[src/rtl/fifo_rd_ctrl.sv]
// FIFO read-side controller: drains a 1-cycle-latency FIFO into a 2-entry skid buffer
// and presents it as a valid/ready stream. Optional transfer counter: FIFO_RD_CTRL_CNT_EN.
module fifo_rd_ctrl #(
    parameter int unsigned WIDTH = 8
) (
    input  logic             clk,
    input  logic             rst_n,
    input  logic             fifo_empty,
    input  logic [WIDTH-1:0] fifo_dout,
    input  logic             fifo_underflow,
    output logic             fifo_rd_en,
    output logic             m_valid,
    output logic [WIDTH-1:0] m_data,
    input  logic             m_ready,
    output logic             err,
    output logic [15:0]      xfer_cnt
);

    logic [1:0]       occ_q;
    logic             infl_q;
    logic [WIDTH-1:0] buf_q [2];
    logic             rd_idx_q;
    logic             wr_idx_q;
    logic             err_q;
    logic             pop;
    // Occupancy after this edge; occ + infl never exceeds 2, so two bits suffice.
    logic [1:0]       level;

    always_comb begin
        pop        = m_valid && m_ready;
        level      = occ_q + {1'b0, infl_q} - {1'b0, pop};
        fifo_rd_en = rst_n && !fifo_empty && (level < 2'd2);
    end

    assign m_valid = (occ_q != 2'd0);
    assign m_data  = buf_q[rd_idx_q];
    assign err     = err_q;

    always_ff @(posedge clk or negedge rst_n) begin
        if (!rst_n) begin
            occ_q    <= 2'd0;
            infl_q   <= 1'b0;
            rd_idx_q <= 1'b0;
            wr_idx_q <= 1'b0;
            err_q    <= 1'b0;
            buf_q[0] <= '0;
            buf_q[1] <= '0;
        end else begin
            occ_q  <= level;
            infl_q <= fifo_rd_en;
            if (infl_q) begin
                buf_q[wr_idx_q] <= fifo_dout;
                wr_idx_q        <= ~wr_idx_q;
            end
            if (pop) begin
                rd_idx_q <= ~rd_idx_q;
            end
            // Underflow only matters when we actually expected a word this cycle.
            if (fifo_underflow && infl_q) begin
                err_q <= 1'b1;
            end
        end
    end

`ifdef FIFO_RD_CTRL_CNT_EN
    logic [15:0] cnt_q;

    always_ff @(posedge clk or negedge rst_n) begin
        if (!rst_n) begin
            cnt_q <= 16'd0;
        end else if (pop) begin
            cnt_q <= cnt_q + 16'd1;
        end
    end

    assign xfer_cnt = cnt_q;
`else
    assign xfer_cnt = 16'd0;
`endif

endmodule

[config.mk]
export PLATFORM = sky130hd
export DESIGN_NAME = fifo_rd_ctrl
export DESIGN_NICKNAME = d
export VERILOG_FILES = /design/src/rtl/fifo_rd_ctrl.sv
export SDC_FILE = /design/constraint.sdc
export NUM_CORES = 1
export LEC_CHECK = 0
export BUFFER_PORTS_ARGS = -buffer_cell sky130_fd_sc_hd__buf_2
export CORE_MARGIN = 5
export CORE_UTILIZATION = 40
export CTS_BUF_LIST = sky130_fd_sc_hd__clkbuf_4 sky130_fd_sc_hd__clkbuf_8
export DETAILED_ROUTE_END_ITERATION = 10
export PLACE_DENSITY = 0.62
export REMOVE_ABC_BUFFERS = 1
export SLEW_MARGIN = 20
export SYNTH_ARGS = -nofsm -noshare
export SYNTH_HDL_FRONTEND = slang
export SYNTH_SLANG_ARGS = --single-unit
[constraint.sdc]
create_clock -name clk -period 4.24 [get_ports clk]
set_clock_uncertainty 0.05 [all_clocks]
set_input_delay 0.212 -clock clk [delete_from_list [all_inputs] [get_ports clk]]
set_output_delay 0.212 -clock clk [all_outputs]
set_load 0.005 [all_outputs]
* Yosys cells after proc, flatten, opt, wreduce, memory -nomap -nowiden *
Index checks and enable logic that the tools add are counted.

cells by class
  add/sub/neg operators = 2
  order comparisons = 4
  mux-type cells = 6
  bitwise logic cells = 4
  reductions and logical operators = 7

operators by type and width
  cell                  count
  $mux W8               4
  $bwmux W16            1
  $demux W8 S1          1
  $logic_and A1 B1 Y1   5
  $ge A2 B2 Y1 const B  2
  $not A1 Y2            2
  $add A2 B1 Y2         1
  $lt A2 B1 Y1 const B  1
  $lt A2 B2 Y1 const B  1
  $not A1 Y1            2
  $reduce_bool A2 Y1    1
  $sub A2 B1 Y2         1
  $logic_not A1 Y1      1

storage, ports and cells
  register bits after elaboration = 22
  input bits = 13
  word-level logic and storage cells = 30

* Depth between registers and ports, before layout *
  depth after elaboration = 6
  depth in mapped cells = 6
  gate-level depth less buffers = 6

* Worst setup path before layout *
OpenSTA, ideal clock, no wires.

  path kind = reg2out
  from = register occ_q[0]
  to = output port fifo_rd_en
  arrival time = 1449 ps
  data required time = 3978 ps
  setup slack = 2529 ps
  stages on the path, launching flop included = 7
  path buffers = 0
  cell sequence = dfrtp_1 o21a_1 ha_1 inv_1 ha_1 xor3_1 nor3b_2

between the ends
  cells in the longest elaborated chain, start to end = 5

ends and longest elaborated chain
  what                    line  RTL
  from (decl)             19    logic [1:0] occ_q;
  from (signal assigned)  49    occ_q <= level;
  $reduce_bool A2 Y1      35    assign m_valid = (occ_q != 2'd0);
  $logic_and A1 B1 Y1     30    pop = m_valid && m_ready;
  net pop                 25    logic pop;
  $sub A2 B1 Y2           31    level = occ_q + {1'b0, infl_q} - {1'b0, pop};
  net level[1]            27    logic [1:0] level;
  $lt A2 B2 Y1            32    fifo_rd_en = rst_n && !fifo_empty && (level < 2'd2);
  $logic_and A1 B1 Y1     32
  to (decl)               11    output logic fifo_rd_en,

The timed path passes the listed nets, and every way through them passes these cells.

* Worst setup path in the final report *
Same ends and word-level chain as after synthesis.

==> metrics.cfg <==
[drt]
wl_per_cell_um = 14.18
antenna_left = 0
dr.first_iter.drc_count = 6
drcViolationCount = 0
via_per_inst = 4.563
routed_wl_mm = 1.914
drt-pass1-iter-count = 3
vias = 616

[clock_tree]
cts_buffer_depth = 2
cts_tree = built
hold_buffers = 1
cts.repair.resized = 0
htreeDepth = 1
clk_pin_slew_worst_paths_ns = 0.12
post_cts.repair.setup_buffers = 0
insertion_delay_ns = 0.30
cts-root-buf = clkbuf_4
numCtsBuffers = 3
cts_num_sinks = 22

[synthesis]
ys_ff_latch = 22
ys.flop_type = dfrtp_1
synthCells = 78
yosysMostFrequentCell = dfrtp_1
synthArstFlopShare_pct = 100.0
yosys_warnings = 0
ys_seq_area_share_pct = 48.78
synthTopCellsByCount = 22 x dfrtp_1, 16 x buf_4, 16 x mux2_2
synth_top_area_share_pct = 48.78
synth.largest_area_cell = dfrtp_1
ys_top_cells_by_area = dfrtp_1 49%, mux2_2 16%, buf_4 11%, mux2_4 11%, ha_1 2.2%
ys_types = 17
avgSynthCellArea_sq_um = 14.47
syn-cell-area_sq_um = 1129
synth_edf_count = 0

[die]
die_x_um = 63.12
rows = 19
coreArea_sq_um = 2734
die_height_um = 63.12
die_area_sq_um = 3984
ios = 40
start_util_pct = 41.28

[critical_path]
cp_data_required_time_ns = 3.98
timing.rr.start = occ_q[0]
reg2reg_setup_slack_ns = 2.58
path_max_fanout = 3
end_kind = output pin
cp_data_arrival_time_ns = 1.98
reg2regPathDepth = 6
crit_type = reg -> out
critPathLaunchType = register
reg2reg_to = infl_q

[layout]
n_antenna_cell = 0
layout-drive-gt1-share_pct = 53.85
regArea_sq_um = 550.5
final_area_sq_um = 1266
nets = 120
nFillCells = 258
multi_input_area_sq_um = 481.7
area_growth_pct = 12.19

[grt]
grt_pass1_wl_mm = 3.187
grt_start_max_net_pins = 24
grt_usage_pct = 10.14
grt_overflow = 0
grt_pass1_vias = 673
antenna_found_initial = 0

[place]
io_buffers = 23
hpwl_mm = 1.390
postPlaceCellArea_sq_um = 1194
place_congestion = 0.6964
dpl_worst_slack_ns = 2.338

[pwr]
switching_share_pct = 29.41
pwr-share-seq_pct = 41.9
finalPower_mw = 0.9559
power_density_nw_per_um2 = 754.9
leakage_nw = 0.6222
p_sw_mw = 0.2812
vdd_ir_drop_max_mv = 0.5685
power_frac_comb_pct = 41.1
clkPwrFrac_pct = 17.0
intPower_mw = 0.6747

[hold_path]
holdPathStages = 2
holdPathEnd = err
min-delay-start = fifo_underflow
min-delay-path-class = in -> reg

[sta]
whs_ns = 0.06395
post-route-min-period_ns = 2.242
drv_slew = 0
timing.fmax_mhz = 446.1
setup_slack_ns = 1.998
setup_viol = 0
finalSetupTns_ns = 0
timing.final.hold_violations = 0
fin_crit_sh_pct = 52.87
rsz0062_at_grt = no

[run]
cap_violations = 0

[run_status]
outcome = complete, no violations

==> metal layers <==
metal / part of all wire [%] / up-vias / track usage (%)
met4: 0 / 0 / 1.592
met1: 40 / 308 / 11.46
li1: - / 281 / -
met2: 51 / 27 / 17.69
met3: 9.0 / 0 / 4.618
met5: 0 / - / 0
==> worst max-delay path, stage by stage (launching register included) <==
cell     delay, ns
dfrtp_1       0.41
o21a_1        0.22
ha_1          0.27
inv_1         0.05
ha_1          0.14
xor3_1        0.26
nor3b_2       0.19
buf_2         0.14
==> cell families (layout without fill, tap and decap cells) <==
group           after synthesis  after routing  synth area share [%]
compound gates                2              2                 1.442
xor+xnor                      3              3                 3.659
fa+ha+maj                     2              2                 2.217
buf+inv                      20             31                 13.53
flops                        22             22                 48.78
mux                          24             24                 26.61
other cells                   1             16                0.3323
simple gates                  4              4                 3.437
==> final cells by class <==
class                      instances  area share [%]
sequential                        22           43.48
multi-input combinational         51           38.04
timing repair buffer              25           10.67
tap                               31           3.063
clock inverter                     1           2.372
clock buffer                       3           1.779
inverter                           2          0.5929
==> worst max path at each step <==
stage	startpoint	to	slack, ns	cells after the start
after CTS	occ_q[0]	fifo_rd_en	1.96	7
after global placement	occ_q[0]	fifo_rd_en	2.38	7
after detailed placement	occ_q[0]	fifo_rd_en	2.34	7
after global routing	occ_q[0]	fifo_rd_en	1.85	7
after floorplan	occ_q[0]	fifo_rd_en	2.53	6
final	occ_q[0]	fifo_rd_en	2.00	7
==> registers in the layout, summed over array words and instances, names as in the netlist <==
register  count
wr_idx_q      1
err           1
occ_q         2
buf_q        16
rd_idx_q      1
infl_q        1
==> stage by stage <==
stage	utilization, %	std cells
floorplan	-	75
global placement	43.66	129
detailed placement	43.66	129
CTS	45.95	134
global route	46.32	135
finish	46.32	135
==> placed cells by master (no fill, tap or decap), drive strengths merged, types with 2 or more instances in the layout <==
| cell type | instances |
|---|---|
| mux2 | 24 |
| buf | 23 |
| dfrtp | 22 |
| conb | 16 |
| clkbuf | 3 |
| inv | 2 |
| xor2 | 2 |
| ha | 2 |
| dlygate4sd3 | 2 |
==> power by group through the flow <==
stage / Sequential, mW / Combinational, mW / Clock, mW
after CTS: 0.402 / 0.401 / 0.166
after detailed placement: 0.405 / 0.394 / 0
final: 0.401 / 0.392 / 0.162
after floorplan: 0.379 / 0.288 / 0
after global placement: 0.397 / 0.385 / 0
after global routing: 0.414 / 0.430 / 0.177
Power figures use the tool's default switching activity.
